$ cat src/rtl/square_generator.sv
// Registered 2-bit squarer with a saturating sum-of-squares accumulator and
// a saturating sample counter, both clearable synchronously.
module square_generator #(
    parameter int ACC_W = 8
) (
    input  logic             clk,
    input  logic             rst_n,
    input  logic             A,
    input  logic             B,
    input  logic             in_valid,
    input  logic             clr,
    output logic [3:0]       D,
    output logic             out_valid,
    output logic [ACC_W-1:0] sum_sq,
    output logic [ACC_W-1:0] count,
    output logic             sat
);

    // Handshake: in_valid has no back-pressure; every cycle it is high the
    // sample is accepted, and out_valid pulses exactly one cycle later.
    localparam logic [ACC_W-1:0] ACC_MAX = {ACC_W{1'b1}};

    logic [3:0]       d_q, d_d;
    logic             out_valid_q, out_valid_d;
    logic [ACC_W-1:0] sum_sq_q, sum_sq_d;
    logic [ACC_W-1:0] count_q, count_d;
    logic             sat_q, sat_d;

    logic [3:0]     sq;
    logic [ACC_W:0] sum_ext;
    logic [ACC_W:0] count_ext;

    always_comb begin
        sq          = {A & B, A & ~B, 1'b0, B};
        // One extra carry bit reveals when an add would pass the maximum.
        sum_ext     = {1'b0, sum_sq_q} + {{(ACC_W-3){1'b0}}, sq};
        count_ext   = {1'b0, count_q} + {{ACC_W{1'b0}}, 1'b1};

        d_d         = d_q;
        out_valid_d = in_valid;
        sum_sq_d    = sum_sq_q;
        count_d     = count_q;
        sat_d       = sat_q;

        if (in_valid) begin
            d_d = sq;
        end

        if (clr) begin
            sum_sq_d = in_valid ? {{(ACC_W-4){1'b0}}, sq} : '0;
            count_d  = in_valid ? {{(ACC_W-1){1'b0}}, 1'b1} : '0;
            sat_d    = 1'b0;
        end else if (in_valid) begin
            sum_sq_d = sum_ext[ACC_W] ? ACC_MAX : sum_ext[ACC_W-1:0];
            count_d  = count_ext[ACC_W] ? ACC_MAX : count_ext[ACC_W-1:0];
            sat_d    = sat_q | sum_ext[ACC_W] | count_ext[ACC_W];
        end
    end

    always_ff @(posedge clk or negedge rst_n) begin
        if (!rst_n) begin
            d_q         <= 4'b0000;
            out_valid_q <= 1'b0;
            sum_sq_q    <= '0;
            count_q     <= '0;
            sat_q       <= 1'b0;
        end else begin
            d_q         <= d_d;
            out_valid_q <= out_valid_d;
            sum_sq_q    <= sum_sq_d;
            count_q     <= count_d;
            sat_q       <= sat_d;
        end
    end

    assign D         = d_q;
    assign out_valid = out_valid_q;
    assign sum_sq    = sum_sq_q;
    assign count     = count_q;
    assign sat       = sat_q;

endmodule

$ cat config.mk
export PLATFORM = sky130hd
export DESIGN_NAME = square_generator
export DESIGN_NICKNAME = d
export VERILOG_FILES = /design/src/rtl/square_generator.sv
export SDC_FILE = /design/constraint.sdc
export NUM_CORES = 1
export LEC_CHECK = 0
export CORE_MARGIN = 1
export CORE_UTILIZATION = 45
export CTS_BUF_LIST = sky130_fd_sc_hd__clkbuf_8
export DETAILED_ROUTE_END_ITERATION = 8
export GPL_TIMING_DRIVEN = 1
export PLACE_DENSITY_LB_ADDON = 0.08
export SLEW_MARGIN = 0
export SYNTH_ARGS = -nofsm -noshare
export SYNTH_HDL_FRONTEND = slang
export SYNTH_SLANG_ARGS = --single-unit
$ cat constraint.sdc
create_clock -name clk -period 1.9 [get_ports clk]
set_clock_uncertainty 0.1 [all_clocks]
set_input_delay 0.38 -clock clk [delete_from_list [all_inputs] [get_ports clk]]
set_output_delay 0.38 -clock clk [all_outputs]
set_load 0.01 [all_outputs]
* Yosys cells after proc, flatten, opt, wreduce, memory -nomap -nowiden
Index checks and enable logic that the tools add are counted.
** Cells by class
- Muxes and demuxes :: 10
- Equal/unequal tests :: 0
- Reductions and logical operators :: 1
- Order comparisons :: 0
- $add $sub $neg :: 2
- Bitwise operators :: 5
- $mul :: 0
- Shift-type cells :: 0
- Divide/modulo/power cells :: 0
** Operator list (count)
- $mux 8 :: 6
- $add 8x1->9 const B :: 1
- $add 8x4->9 :: 1
- $mux 4 :: 1
- $mux 1 :: 3
- $and 1x1->1 :: 2
- $or 1x1->1 :: 2
- $reduce_bool 2->1 :: 1
- $not 1->1 :: 1
** Storage, ports and cells
- Logic and storage cells :: 23
- Bits in read-only memories :: 0
- Memories :: 0
- Output and inout port bits :: 22
- Bits in registers :: 21
- Input bits :: 6
- RAM bits :: 0
- Latch bits :: 0

* Logic depth before layout (Yosys ltp)
Gate-level depths: netlist of run 1.
- Depth in word-level cells :: 7
- Depth in mapped cells :: 7
- Gate-level depth less buffers :: 7

* Least setup slack after synthesis of run 1
OpenSTA, ideal clock, no wires.
- Path kind :: reg2reg
- Start point :: register sum_sq_q[0], in the netlist sum_sq[0]
- End point :: register sum_sq_q[3], in the netlist sum_sq[3]
- Buffers on the path :: 0
- Required time :: 1.664 ns
- Setup slack :: 0.119 ns
- Clock period less this slack :: 1.781 ns
- Cell stages (with the launch flop) :: 8
- Library setup time :: 0.136 ns
- Data arrival time :: 1.546 ns
- Cells stage by stage :: dfrtp_1 ha_1 ha_1 nor2_1 o21a_1 nor2_2 o311ai_1 o21ai_0
** Between the ends
- Cells in the longest elaborated chain, start to end :: 4
** RTL lines
- start, declared :: line 25 : logic [ACC_W-1:0] sum_sq_q, sum_sq_d;
- start signal, assigned :: line 70 : sum_sq_q <= sum_sq_d;
- $add 8x4->9 :: line 36 : sum_ext = {1'b0, sum_sq_q} + {{(ACC_W-3){1'b0}}, sq};
- $mux 8 :: line 54 : sum_sq_d = sum_ext[ACC_W] ? ACC_MAX : sum_ext[ACC_W-1:0];
- $mux 8 :: line 53 : end else if (in_valid) begin
- $mux 8 :: line 49 : if (clr) begin
No other way between the ends. The select of a mux whose other input is x is not followed.
A chain may end at the register's enable or synchronous reset.

* Final worst setup path of run 1
- Start point :: input port A
- End point :: register sum_sq_q[3], in the netlist sum_sq[3]
** Between the ends
- Cells in the longest elaborated chain, start to end :: 5
- Elaborated cells between the ends (all ways) :: 7
- Those cells by class :: add/sub (1); mux (4); bitwise (2)
** RTL lines
- start, declared :: line 8 : input logic A,
- $and 1x1->1 * :: line 34 : sq = {A & B, A & ~B, 1'b0, B};
- via sq[3] :: line 29 : logic [3:0] sq;
- $add 8x4->9 :: line 36
- $mux 8 :: line 54
- $mux 8 :: line 53
- $mux 8 * :: line 49
Mark *: on every way through the listed nets, which the timed path passes. The rest lies on a longest branch. The select of a mux whose other input is x is not followed.

==> metrics.md, run 1 <==
| Metric | Value |
|---|---|
| Outcome | finished clean |
| Top Ports | 28 |
| Post-synth top area share | 43.75% |
| Setup TNS | 0 ns |
| CTS tree | built |
| R2R setup slack | ~0.15 ns |
| # Post-CTS Setup Buffers | 0 |
| Clk sinks | 21 |
| DR iter-0 viols | 24 |
| Die Y | ~54 um |
| Post-Route WL | roughly 2800 um |
| Synth Instances | roughly 130 |
| DR DRC count | 0 |
| Initial Util | between 40% and 50% |
| DP Area | ~1600 um2 |
| Fin. max-slew vios | 0 |
| Setup WS post-layout | 0.03873 ns |
| Vias in the first global route | between 900 and 1,000 |
| Clock latency on the worst-skew pair | ~0.26 ns |
| Clk pwr share | roughly 29% |
| Register area share after synthesis | between 40% and 50% |
| Dpl hpwl | ~2000 um |
| First-pass GRT wire length | ~4600 um |
| Placer Congestion | 0.8602 |
| Port bufs | 26 |
| CP startpoint | A |
| Placed insts | 194 |
| Hold WC Path Type | in -> async |
| Routed via count | 1,105 |
| Final instance area | around 1700 um2 |
| Fin cells | 198 |
| Die width | about 54 um |
| Tcrit/Tclk final | a little over nine tenths |
| VDD IR max | roughly 0.00038 V |
| Unique cell type count in the Yosys netlist | 40 |
| Fin crit period | approximately 1.9 ns |
| Most common cell after layout, fill and taps aside | clkdlybuf4s50_1 |
| Share of cells above drive strength 1 | 26.19% |
| Drt first pass iters | 4 |
| WS Path Type | in -> reg |
| Clk root buf | clkbuf_8 |
| Post-Syn Area | about 1200 um2 |
| Tot GR Track Use | approximately 22% |
| Syn avg cell area | roughly 9.5 um2 |
| NetSw | approximately 0.28 mW |
| RR Startpoint | sum_sq[0] |
| Critical Path End Type | flop |
| Leak | 0.7181 nW |
| CTS max path bufs | 2 |
| Crit path max fanout | 3 |
| CP Data Required Time | roughly 1.9 ns |
| Fmax | around 540 MHz |
| Worst r2r dst | sum_sq[4] |
| R2r worst-path depth | 6 |
| Final hold viol count | 0 |
| Sw Ratio | a little over a quarter |
| Util after Layout | 68.77% |
| Synthesis-stage register bit count | 21 |
| CP Data Arrival Time | 1.90 ns |
| Core Footprint | between 2000 and 2500 um2 |
| Synth area leaders | dfrtp_1 (44%), ha_1 (4.2%), nor2_1 (4.1%) |
| Row cnt | 18 |
| Setup crit end | sum_sq[3] |
| Comb power frac | a little over a fifth |
| DR vias/cell | approximately 5.6 |
| Synth area leader | dfrtp_1 |
| CTS Hold Bufs | 0 |
| Int Power | about 0.73 mW |
| GRT overflow | 0 |
| Most frequent cells in the layout | clkdlybuf4s50_1 (25), dfrtp_1 (19), buf_4 (18) |
| Max_cap viols | 0 |
| Clock-pin slew on the worst setup and hold paths | approximately 0.080 ns |
| Routed len/inst | roughly 14 um |
| DIE AREA | roughly 2900 um2 |
| Largest net degree at the start of global routing | 22 |
| Yosys warnings | 0 |
| CP Launch Type | primary input |
| N_diodes | 0 |
| Routed Antenna Nets | 0 |
| Synth-to-layout area growth | 43.13% |
| Antenna violations before repair | 0 |
| H-tree Lvls | 1 |
| Cell Pwr Density | 587.1 nW/um2 |
| Worst hold slack | approximately 0.36 ns |
| CTS Buf Count | 3 |
| Fin nets | roughly 180 |
| Post-layout power | about 1.0 mW |
| Final setup violating endpoints | 0 |
| Seq pwr share | between 40% and 50% |
| Dpl ws | -0.4887 ns |
| Syn nets | approximately 140 |
-- power by group through the flow --
stage               Sequential, mW  Clock (mW)  Combinational [mW]
global route                 0.494       0.320               0.241
detailed placement           0.496           0               0.200
CTS                          0.490       0.313               0.215
finish                       0.491       0.297               0.222
global placement             0.495           0               0.198
floorplan                    0.505           0              0.0786
-- worst min-delay path by stage --
stage / to / depth (start not counted) / from / slack, ns
after CTS: sum_sq[4] / 2 / rst_n / 0.36
final: sum_sq[3] / 2 / rst_n / 0.36
after floorplan: D[0] / 0 / rst_n / -0.02
after global routing: sum_sq[4] / 2 / rst_n / 0.41
after global placement: D[2] / 1 / D[2] / 0.39
after detailed placement: D[3] / 1 / D[3] / 0.40
-- sequential cells by signal, indices dropped and copies added, names as in the netlist --
| name | count |
|---|---|
| out_valid | 1 |
| sat | 1 |
| count | 8 |
| D | 3 |
| sum_sq | 8 |
-- worst max-delay path: stages --
cell and delay [ns]:
clkdlybuf4s50_1 0.45, and2_4 0.17, ha_4 0.28, inv_1 0.06, buf_4 0.13, xnor2_1 0.12
o311ai_2 0.21, o21ai_1 0.10
-- kinds of logic after synthesis --
kind of cell	synth area share (%)
flip-flops	43.75
XOR/XNOR	0.7293
AND/OR/NAND/NOR	24.90
adder cells (fa/ha/maj)	4.167
buffers and inverters	2.916
other	0.3122
AO/OA/AOI/OAI	17.81
multiplexers	5.416
-- metal layers --
metal	wire length (um)	track usage [%]	part of all wire, %	up-vias
met5	0	0	0	-
met4	11	7.895	0.39	0
met3	104	2.542	3.7	2
met2	1268	34.16	45	27
met1	1430	31.34	51	530
li1	-	-	-	546
-- cells in the mapped netlist, drive strengths merged --
master / n
a211oi: 6
a21o: 1
a21oi: 8
a311oi: 2
a31oi: 1
a41oi: 1
and2: 2
and3: 1
and4: 3
and4bb: 1
buf: 2
clkbuf: 4
conb: 1
dfrtp: 21
ha: 4
inv: 2
mux2: 4
mux2i: 2
nand2: 8
nand2b: 4
nand3: 6
nand3b: 1
nand4: 1
nor2: 14
nor2b: 5
nor3: 4
nor3b: 1
o211ai: 1
o21a: 1
o21ai: 8
o21bai: 1
o311ai: 3
or3: 1
xnor2: 1
-- cell type report --
| type | count | area [um2] |
|---|---|---|
| multi-input combinational | 97 | 705.7 |
| timing repair buffer | 44 | 394.1 |
| sequential | 21 | 528.0 |
| inverter | 2 | 7.507 |
| fill | 198 | 780.7 |
| tap | 30 | 37.54 |
| clock inverter | 1 | 5.005 |
| clock buffer | 3 | 41.29 |
-- repair_timing --
action                     4_1_cts  5_1_grt
setup endpoints to repair        9        7
gates resized for setup         14        7
pin swaps                        2        3
Power figures use the tool's default switching activity.
==> run 2: changes to the inputs <==
--- a/config.mk
+++ b/config.mk
@@ -10,7 +10,8 @@
 export CTS_BUF_LIST = sky130_fd_sc_hd__clkbuf_8
 export DETAILED_ROUTE_END_ITERATION = 8
 export GPL_TIMING_DRIVEN = 1
-export PLACE_DENSITY_LB_ADDON = 0.08
+export PLACE_DENSITY = 0.7
+export SETUP_SLACK_MARGIN = 0.05
 export SLEW_MARGIN = 0
 export SYNTH_ARGS = -nofsm -noshare
 export SYNTH_HDL_FRONTEND = slang
==> run 2 against run 1 <==
Net effect: first-iteration DRC count shrank 50%; non-clock buffer count unchanged; sequential cell count is the same; critical path type is now reg -> reg; critical endpoint is now sum_sq[4]; highest routed layer unchanged.
==> metrics.md, run 2 (synthesis results as in run 1) <==
| Metric | Value |
|---|---|
| CTS Hold Bufs | 0 |
| Routed len/inst | around 14 um |
| Clock latency on the worst-skew pair | approximately 0.26 ns |
| Fin nets | about 180 |
| DR DRC count | 0 |
| CTS Buf Count | 3 |
| Post-Route WL | between 2000 and 3000 um |
| GRT overflow | 0 |
| DR iter-0 viols | 12 |
| Tcrit/Tclk final | a little over nine tenths |
| Share of cells above drive strength 1 | between 20 and 30% |
| Die Y | between 50 and 60 um |
| CP Data Arrival Time | 1.84 ns |
| RR Startpoint | sum_sq[0] |
| Max_cap viols | 0 |
| Placer Congestion | approximately 0.75 |
| RSZ-0062 raised after global routing | true |
| Row cnt | 18 |
| Leak | 0.7207 nW |
| Core Footprint | approximately 2500 um2 |
| CP Data Required Time | ~1.9 ns |
| Clk sinks | 21 |
| Worst path max stage delay | roughly 0.42 ns |
| VDD IR max | ~0.00066 V |
| CTS max path bufs | 2 |
| CTS tree | built |
| Outcome | finished clean |
| Ordered list of cells on the worst path | ha_4 > ha_4 > and2_1 > o21bai_1 > a21o_1 > a21oi_1 > a311oi_2 |
| DP Area | ~1600 um2 |
| Slowest CP cell | dfrtp_1 |
| Final hold viol count | 0 |
| Int Power | about 0.73 mW |
| Initial Util | 48.05% |
| Fin cells | between 150 and 200 |
| Util after Layout | between 60 and 70% |
| Post-layout power | between 0.9 and 1 mW |
| Fin crit period | roughly 1.8 ns |
| Cell Pwr Density | approximately 580 nW/um2 |
| Most common cell after layout, fill and taps aside | clkdlybuf4s50_1 |
| Crit path max fanout | 5 |
| Tot GR Track Use | 22.10% |
| CP dominant cell by count | ha_4 |
| Top Ports | 28 |
| Clk pwr share | 28.8% |
| N_diodes | 0 |
| R2r worst-path depth | 7 |
| Clock-pin slew on the worst setup and hold paths | ~0.08 ns |
| Final instance area | between 1500 and 2000 um2 |
| WS Path Type | reg -> reg |
| NetSw | approximately 0.26 mW |
| CP Launch Type | flop |
| Die width | between 50 and 60 um |
| Antenna violations before repair | 0 |
| Hold WC Path Type | in -> async |
| Synth-to-layout area growth | 44.06% |
| Most frequent cells in the layout | clkdlybuf4s50_1 (24), buf_4 (18), dfrtp_1 (17) |
| First-pass GRT wire length | about 4600 um |
| DR vias/cell | roughly 5.4 |
| Drt first pass iters | 4 |
| Port bufs | 26 |
| Comb power frac | 21.5% |
| Largest net degree at the start of global routing | 22 |
| Setup WS post-layout | ~0.09 ns |
| Fin. max-slew vios | 0 |
| DIE AREA | around 2900 um2 |
| Routed via count | 1,074 |
| Fmax | 552.4 MHz |
| Critical Path End Type | flop |
| Seq pwr share | 49.7% |
| Dpl hpwl | 1991 um |
| Clk root buf | clkbuf_8 |
| Routed Antenna Nets | 0 |
| Final setup violating endpoints | 0 |
| Worst r2r dst | sum_sq[4] |
| Placed insts | 193 |
| Worst hold slack | 0.3517 ns |
| H-tree Lvls | 1 |
| R2R setup slack | between 0.08 and 0.09 ns |
| Vias in the first global route | approximately 1,000 |
| Setup TNS | 0 ns |
| Dpl ws | -0.5004 ns |
| Sw Ratio | roughly a quarter |
-- run 2: changes by cell type in the layout (fill, tap and decap cells not counted), moves of 2 or more --
cell / before / now
dfrtp_2: 2 / 4
dfrtp_1: 19 / 17
o311ai_2: 2 / 0
o311ai_1: 0 / 2
-- run 2: critical path: cells and delay by family (launching register included) --
family          cells  cell delay, ns
simple gates        1            0.17
fa+ha+maj           2            0.37
compound gates      4            0.62
flops               1            0.42
-- run 2: metal layers --
| metal | track usage, % | routed length (um) | part of all wire [%] | vias up |
|---|---|---|---|---|
| met5 | 0 | 0 | 0 | - |
| met4 | 2.632 | 10 | 0.36 | 0 |
| met1 | 29.02 | 1309 | 48 | 500 |
| li1 | - | - | - | 551 |
| met3 | 5.367 | 94 | 3.4 | 2 |
| met2 | 37.45 | 1337 | 49 | 21 |
-- run 2: power groups by stage --
| stage | Sequential [mW] | Combinational (mW) | Clock (mW) |
|---|---|---|---|
| final | 0.495 | 0.214 | 0.287 |
| after global routing | 0.500 | 0.237 | 0.310 |
| after CTS | 0.492 | 0.203 | 0.296 |
| after detailed placement | 0.498 | 0.191 | 0 |
| after global placement | 0.497 | 0.188 | 0 |
| after floorplan | 0.505 | 0.0786 | 0 |
-- run 2: area by class of cell --
| class | instances | area, um2 |
|---|---|---|
| Fill cell | 204 | 769.5 |
| Tap cell | 30 | 37.54 |
| Clock buffer | 3 | 41.29 |
| Clock inverter | 1 | 5.005 |
| Sequential cell | 21 | 530.5 |
| Timing Repair Buffer | 44 | 392.9 |
| Inverter | 2 | 7.507 |
| Multi-Input combinational cell | 97 | 715.7 |
-- run 2: worst max path at each step --
stage | start | to | slack [ns]
global placement | B | sum_sq[3] | -0.41
CTS | count[5] | count[5] | 0.06
finish | sum_sq[0] | sum_sq[4] | 0.09
detailed placement | B | sum_sq[7] | -0.50
floorplan | sum_sq[0] | sum_sq[3] | 0.12
global route | sum_sq[0] | sum_sq[4] | 0.02
-- run 2: repair_timing --
action                                  4_1_cts  5_1_grt
setup buffers                                 0        1
gates resized for setup                      16       10
endpoints found under the setup margin        9       10
pin swaps                                     9        0
